[config.mk]
export PLATFORM = sky130hd
export DESIGN_NAME = hazard_stall_ctrl
export DESIGN_NICKNAME = d
export VERILOG_FILES = /design/src/rtl/hazard_stall_ctrl.sv
export SDC_FILE = /design/constraint.sdc
export NUM_CORES = 1
export LEC_CHECK = 0
export BUFFER_PORTS_ARGS = -buffer_cell sky130_fd_sc_hd__clkbuf_2
export CORE_ASPECT_RATIO = 1.4
export CORE_UTILIZATION = 46
export DETAILED_ROUTE_END_ITERATION = 7
export PLACE_DENSITY = 0.76
export SETUP_SLACK_MARGIN = 0.02
export SLEW_MARGIN = 15
export SYNTH_ARGS = -nofsm -noshare
export SYNTH_HDL_FRONTEND = slang
export SYNTH_SLANG_ARGS = --single-unit
export TNS_END_PERCENT = 10
[constraint.sdc]
create_clock -name clk -period 2.1 [get_ports clk]
set_input_delay 0.42 -clock clk [delete_from_list [all_inputs] [get_ports clk]]
set_output_delay 0.42 -clock clk [all_outputs]
set_load 0.005 [all_outputs]
[src/rtl/hazard_stall_ctrl.sv]
// hazard_stall_ctrl: load-use bubble, taken-branch flush and dmem wait-state freeze for the 5-stage pipe
module hazard_stall_ctrl #(
  parameter int CNT_W = 16
) (
  input  logic             clk,
  input  logic             rst_n,
  input  logic [4:0]       IF_ID_rs,
  input  logic [4:0]       IF_ID_rt,
  input  logic             IF_ID_uses_rt,
  input  logic [4:0]       ID_EX_rt,
  input  logic             ID_EX_MemRead,
  input  logic             branch_taken,
  input  logic             dmem_req,
  input  logic             dmem_ready,
  output logic             PC_write,
  output logic             IF_ID_write,
  output logic             IF_ID_flush,
  output logic             ID_EX_flush,
  output logic             pipe_hold,
  output logic [CNT_W-1:0] stall_count,
  output logic [CNT_W-1:0] flush_count
);
  typedef enum logic [1:0] {RUN, LOAD_STALL, MEM_WAIT} state_t;
  state_t state, state_nxt;
  logic br_pend, br_pend_nxt;
  logic load_use, do_hold, do_flush, do_bubble, any_branch;
  // Event decode; gated by rst_n so holds drop the instant reset asserts.
  always_comb begin
    load_use   = ID_EX_MemRead && ID_EX_rt != 5'd0 &&
                 (ID_EX_rt == IF_ID_rs || (IF_ID_uses_rt && ID_EX_rt == IF_ID_rt));
    any_branch = branch_taken || (state == MEM_WAIT && br_pend);
    do_hold    = rst_n && ((state == MEM_WAIT) ? !(dmem_req && dmem_ready)
                                               : (dmem_req && !dmem_ready));
    do_flush   = rst_n && !do_hold && any_branch;
    do_bubble  = rst_n && !do_hold && !do_flush && load_use && state != LOAD_STALL;
  end
  always_comb begin
    state_nxt   = do_hold ? MEM_WAIT : do_bubble ? LOAD_STALL : RUN;
    br_pend_nxt = do_hold && any_branch;
  end
  always_comb begin
    PC_write    = !(do_hold || do_bubble);
    IF_ID_write = !(do_hold || do_bubble);
    IF_ID_flush = do_flush;
    ID_EX_flush = do_flush || do_bubble;
    pipe_hold   = do_hold;
  end
  always_ff @(posedge clk or negedge rst_n) begin
    if (!rst_n) begin
      state       <= RUN;
      br_pend     <= 1'b0;
      stall_count <= '0;
      flush_count <= '0;
    end else begin
      state   <= state_nxt;
      br_pend <= br_pend_nxt;
      if (!PC_write && stall_count != '1) stall_count <= stall_count + CNT_W'(1);
      if (IF_ID_flush && flush_count != '1) flush_count <= flush_count + CNT_W'(1);
    end
  end
endmodule

### Yosys cells after proc, flatten, opt, wreduce, memory -nomap -nowiden

Index checks and enable logic that the tools add are counted.

* bits in registers: 35
* bits of input ports: 22
* output and inout bits: 37

* add/subtract/negate cells: 2
* eq/ne operators: 6
* mux-type cells: 3
* reductions and logical operators: 25

Operators by type and width (number)
* 16-bit by 1-bit adder with 16-bit output, second input constant: 2
* 16-bit inequality test, second input constant: 2
* 1-bit logical AND: 15
* 5-bit equality test: 2
* 1-bit logical NOT: 5
* 5-bit nonzero test: 1
* 1-bit logical OR: 4
* 2-bit equality test, second input constant: 1
* 1-bit 2-to-1 mux: 2
* 2-bit 2-to-1 mux: 1
* 2-bit by 1-bit inequality test with 1-bit output, second input constant: 1

### Logic depth before layout (Yosys ltp)

* depth in word-level cells: 13
* gate-level depth with buffers: 7

### Least setup slack after synthesis

No wires, ideal clock.

* path type: input to output
* start point: input port ID_EX_rt[1]
* end point: output port PC_write
* arrival: 1673 ps
* required time: 1680 ps
* slack: 7 ps
* stages: 7
* buffers on the path: 2
* cell sequence: or4_1 nor2_1 nor3_1 a21oi_4 buf_6 nand2b_1 buf_4

* longest elaborated chain between the ends: 8

RTL lines
* start: declaration: line 10 `input logic [4:0] ID_EX_rt,`
* 5-bit equality test: line 30 `(ID_EX_rt == IF_ID_rs || (IF_ID_uses_rt && ID_EX_rt == IF_ID_rt));`
* 1-bit logical AND: line 30
* 1-bit logical OR: line 30
* 1-bit logical AND (*): line 29 `load_use = ID_EX_MemRead && ID_EX_rt != 5'd0 &&`
* 1-bit logical AND (*) (2 in series): line 35 `do_bubble = rst_n && !do_hold && !do_flush && load_use && state != LOAD_STALL;`
* 1-bit logical OR (*)
* 1-bit logical NOT (*)
* end: declaration: line 15 `output logic PC_write,`

Mark *: on every way between the ends. The rest lies on a longest branch, timed or not.

### Final worst setup path

* start point: register state[0]
* end point: output port ID_EX_flush

* longest elaborated chain between the ends: 11

RTL lines
* start: declaration: line 24 `state_t state, state_nxt;`
* start signal: assignment: line 55 `state <= state_nxt;`
* 2-bit equality test: line 31, 32
* 1-bit 2-to-1 mux: line 32 `do_hold = rst_n && ((state == MEM_WAIT) ? !(dmem_req && dmem_ready)`
* 1-bit logical AND: line 32
* 1-bit logical NOT: line 34, 35
* 1-bit logical AND: line 34, 35
* 1-bit logical AND: line 34 `do_flush = rst_n && !do_hold && any_branch;`
* 1-bit logical NOT: line 35
* 1-bit logical AND (3 in series): line 35
* 1-bit logical OR (*): line 45 `ID_EX_flush = do_flush || do_bubble;`
* end: declaration: line 18 `output logic ID_EX_flush,`

Marks and branches as above.

==> reports/summary.txt <==
outcome: complete, but fails checks
failing checks: negative setup slack
Remaining DRCs: 0
worst hold-check path type: in2async
Clk pin slew, worst setup/hold paths: 0.07 ns
Finished Cell Area: 2490 um^2
initial core utilization: 48.2%
Routed wire per std cell: 13.9 um
Synth cell types: 38
CP max FO: 3
initial antenna violation count: 0
Buf/Inv on CP: 3
Setup crit end kind: primary output
Crit. Startpoint: state[0]
Reg-to-Reg Start: state[0]
final count of negative-setup-slack endpoints: 1
RSZ-0062 raised after global routing: true
die area: 4370 um^2
synth-to-layout area growth: 31.9%
Syn Nets: 203
EDFF count, synth: 0
Slew Limit Fails: 0
diodes inserted: 0
via/cell ratio: 5.45
CP required: 1.68 ns
port bufs: 58
synthesized flop and latch total: 35
synthesized area: 1890 um^2
most common flop cell mapped by yosys: dfrtp_1
io pins: 59
synth cell count leaders: dfrtp_1, xnor2_1, xor2_1
clock root buffer master: clkbuf_8
grt ovf: 0
Mean Syn Cell Area: 10.6 um^2
Routed Antenna Nets: 0
placed cell count: 286
Synth top area share: 46.3%
Crit Path Class: reg2out
CTS HTree Levels: 2
nets@finish: 279
Synth Warn #: 0
global-route wire length before repair: 7020 um
CP max-delay cell: dfrtp_1
max-cap viol count: 0
dpl hpwl: 2970 um
fillers: 333
number of iterations in the first detailed-routing pass: 4
RR Endpoint: stall_count[1]
count leader, synth: dfrtp_1
clk_skew: 0.00687 ns
Rel. slew slack: 75.3%
Core Region: 3920 um^2
Slew @ Worst Pin: 0.370 ns
Layout Cells excl Fill: 297
Yosys top cell by area: dfrtp_1
Async S/R FF share, synth: 100%
worst-path cell chain: nand3b_4, buf_4, a2111oi_4, inv_2, nand2b_4, buf_6
CTS Buf Count: 5
Initial DRC Count: 23
share of layout cells above drive strength 1: 40.2%
Die H: 77.9 um
sequential-to-total area share from yosys stat: 46.3%
Final Hold Vio Count: 0
vias in the first global route: 1598
PD cells: 706 nW/um^2
GPL Wtd Cong: 0.794
Post-DP Area: 2280 um^2
vias post-DR: 1619
max incr delay on CP: 0.40 ns
arrival time worst endpoint: 1.68 ns
Global Route Usage Sum: 20.2%
min Tclk post-route: 2.10 ns
most area-consuming cells after synthesis: dfrtp_1, xnor2_1, xor2_1
CTS sink cnt: 35
leakage power: 1.26 nW
FMAX: 0.475 GHz
row cnt: 27
CTS tree: yes
setup ws final: -0.00327 ns
period utilization: 100%
CP delay by family, top: flip-flops
Die W: 56.2 um
Clock Latency Late Sink: 0.28 ns
FF-to-FF path depth: 8
crit start category: flop
flop2flop setup slack: 0.04 ns
DRT Wirelength: 4120 um
pin count of the biggest net entering global routing: 26
Synth Instances: 179
VDD IR max: 0.000692 V
clk buf depth: 2
==> registers in the layout, indices dropped and copies added, names as in the netlist <==
register	count
flush_count	16
br_pend	1
state	2
stall_count	16
==> routing by layer <==
metal  up-vias  wire length [um]  track usage [%]
li1        783                 -                -
met1       777              1690             24.3
met2        48              2140             34.2
met3        11               192             5.00
met4         0                91             8.78
met5         -                 0                0
==> timing repair <==
action	in CTS	in global routing
pin swaps	4	8
gates resized for setup	9	14
setup buffers	2	3
hold buffers	0	0
endpoints found under the setup margin	3	10
==> how the worst max path moves through the flow <==
stage,endpoint,slack [ns],cells after the start
after global routing,ID_EX_flush,-0.09,7
after global placement,PC_write,0.005,7
final,ID_EX_flush,-0.003,6
after detailed placement,stall_count[1],-0.03,9
after floorplan,PC_write,0.007,7
after CTS,PC_write,-0.01,7
==> layout by cell type (no fill, tap or decap), types with 2 or more instances in the layout <==
cell type	netlist	layout
and4_1	2	2
nand3_1	12	12
xor2_1	18	18
nand3b_1	2	2
dfrtp_1	35	35
inv_1	5	5
buf_4	1	14
xnor2_1	20	20
nor3_1	9	7
nand2b_4	0	2
nor3b_1	3	2
clkbuf_8	0	5
and3_1	5	5
nor4_2	0	2
buf_6	1	2
nor3_2	1	2
nand4_1	11	11
nor2_1	9	8
nand2_1	16	15
mux2_2	4	4
clkbuf_2	0	55
ha_1	2	2
==> power by group <==
part,switching (mW),internal (mW),total [mW]
clock,0.216,0.221,0.437
combinational,0.189,0.224,0.414
sequential,0.136,0.774,0.910
total,0.541,1.22,1.76
==> cell families after synthesis <==
family	share of synthesized area, %
adder cells (fa/ha/maj)	1.32
AND/OR/NAND/NOR	24.4
AO/OA/AOI/OAI	5.56
flip-flops	46.3
buffers and inverters	2.45
multiplexers	2.38
XOR/XNOR	17.6
==> layout make-up <==
type                       count  area [um^2]  area share, %
sequential                    35          876           35.1
timing repair buffer          72          418           16.8
tap                           43         53.8           2.16
clock buffer                   6         72.6           2.91
inverter                       6         22.5          0.903
multi-input combinational    135         1050           42.1
==> stage by stage <==
step | hold WS (ns) | power [mW] | setup TNS (ns) | worst slack, ns | util, %
6_report | 0.110 | 1.76 | -0.00327 | -0.00327 | 63.6
5_1_grt | 0.113 | 1.87 | -0.213 | -0.0920 | 63.6
4_1_cts | 0.110 | 1.78 | -0.0183 | -0.00959 | 61.6
3_5_place_dp | 0.409 | 1.31 | -0.0520 | -0.0303 | 58.1
3_3_place_gp | 0.413 | 1.30 | 0 | 0.00468 | 58.1
2_1_floorplan | 0.124 | 1.11 | 0 | 0.00698 | -
Note: power is estimated with default switching activity, not from simulation.
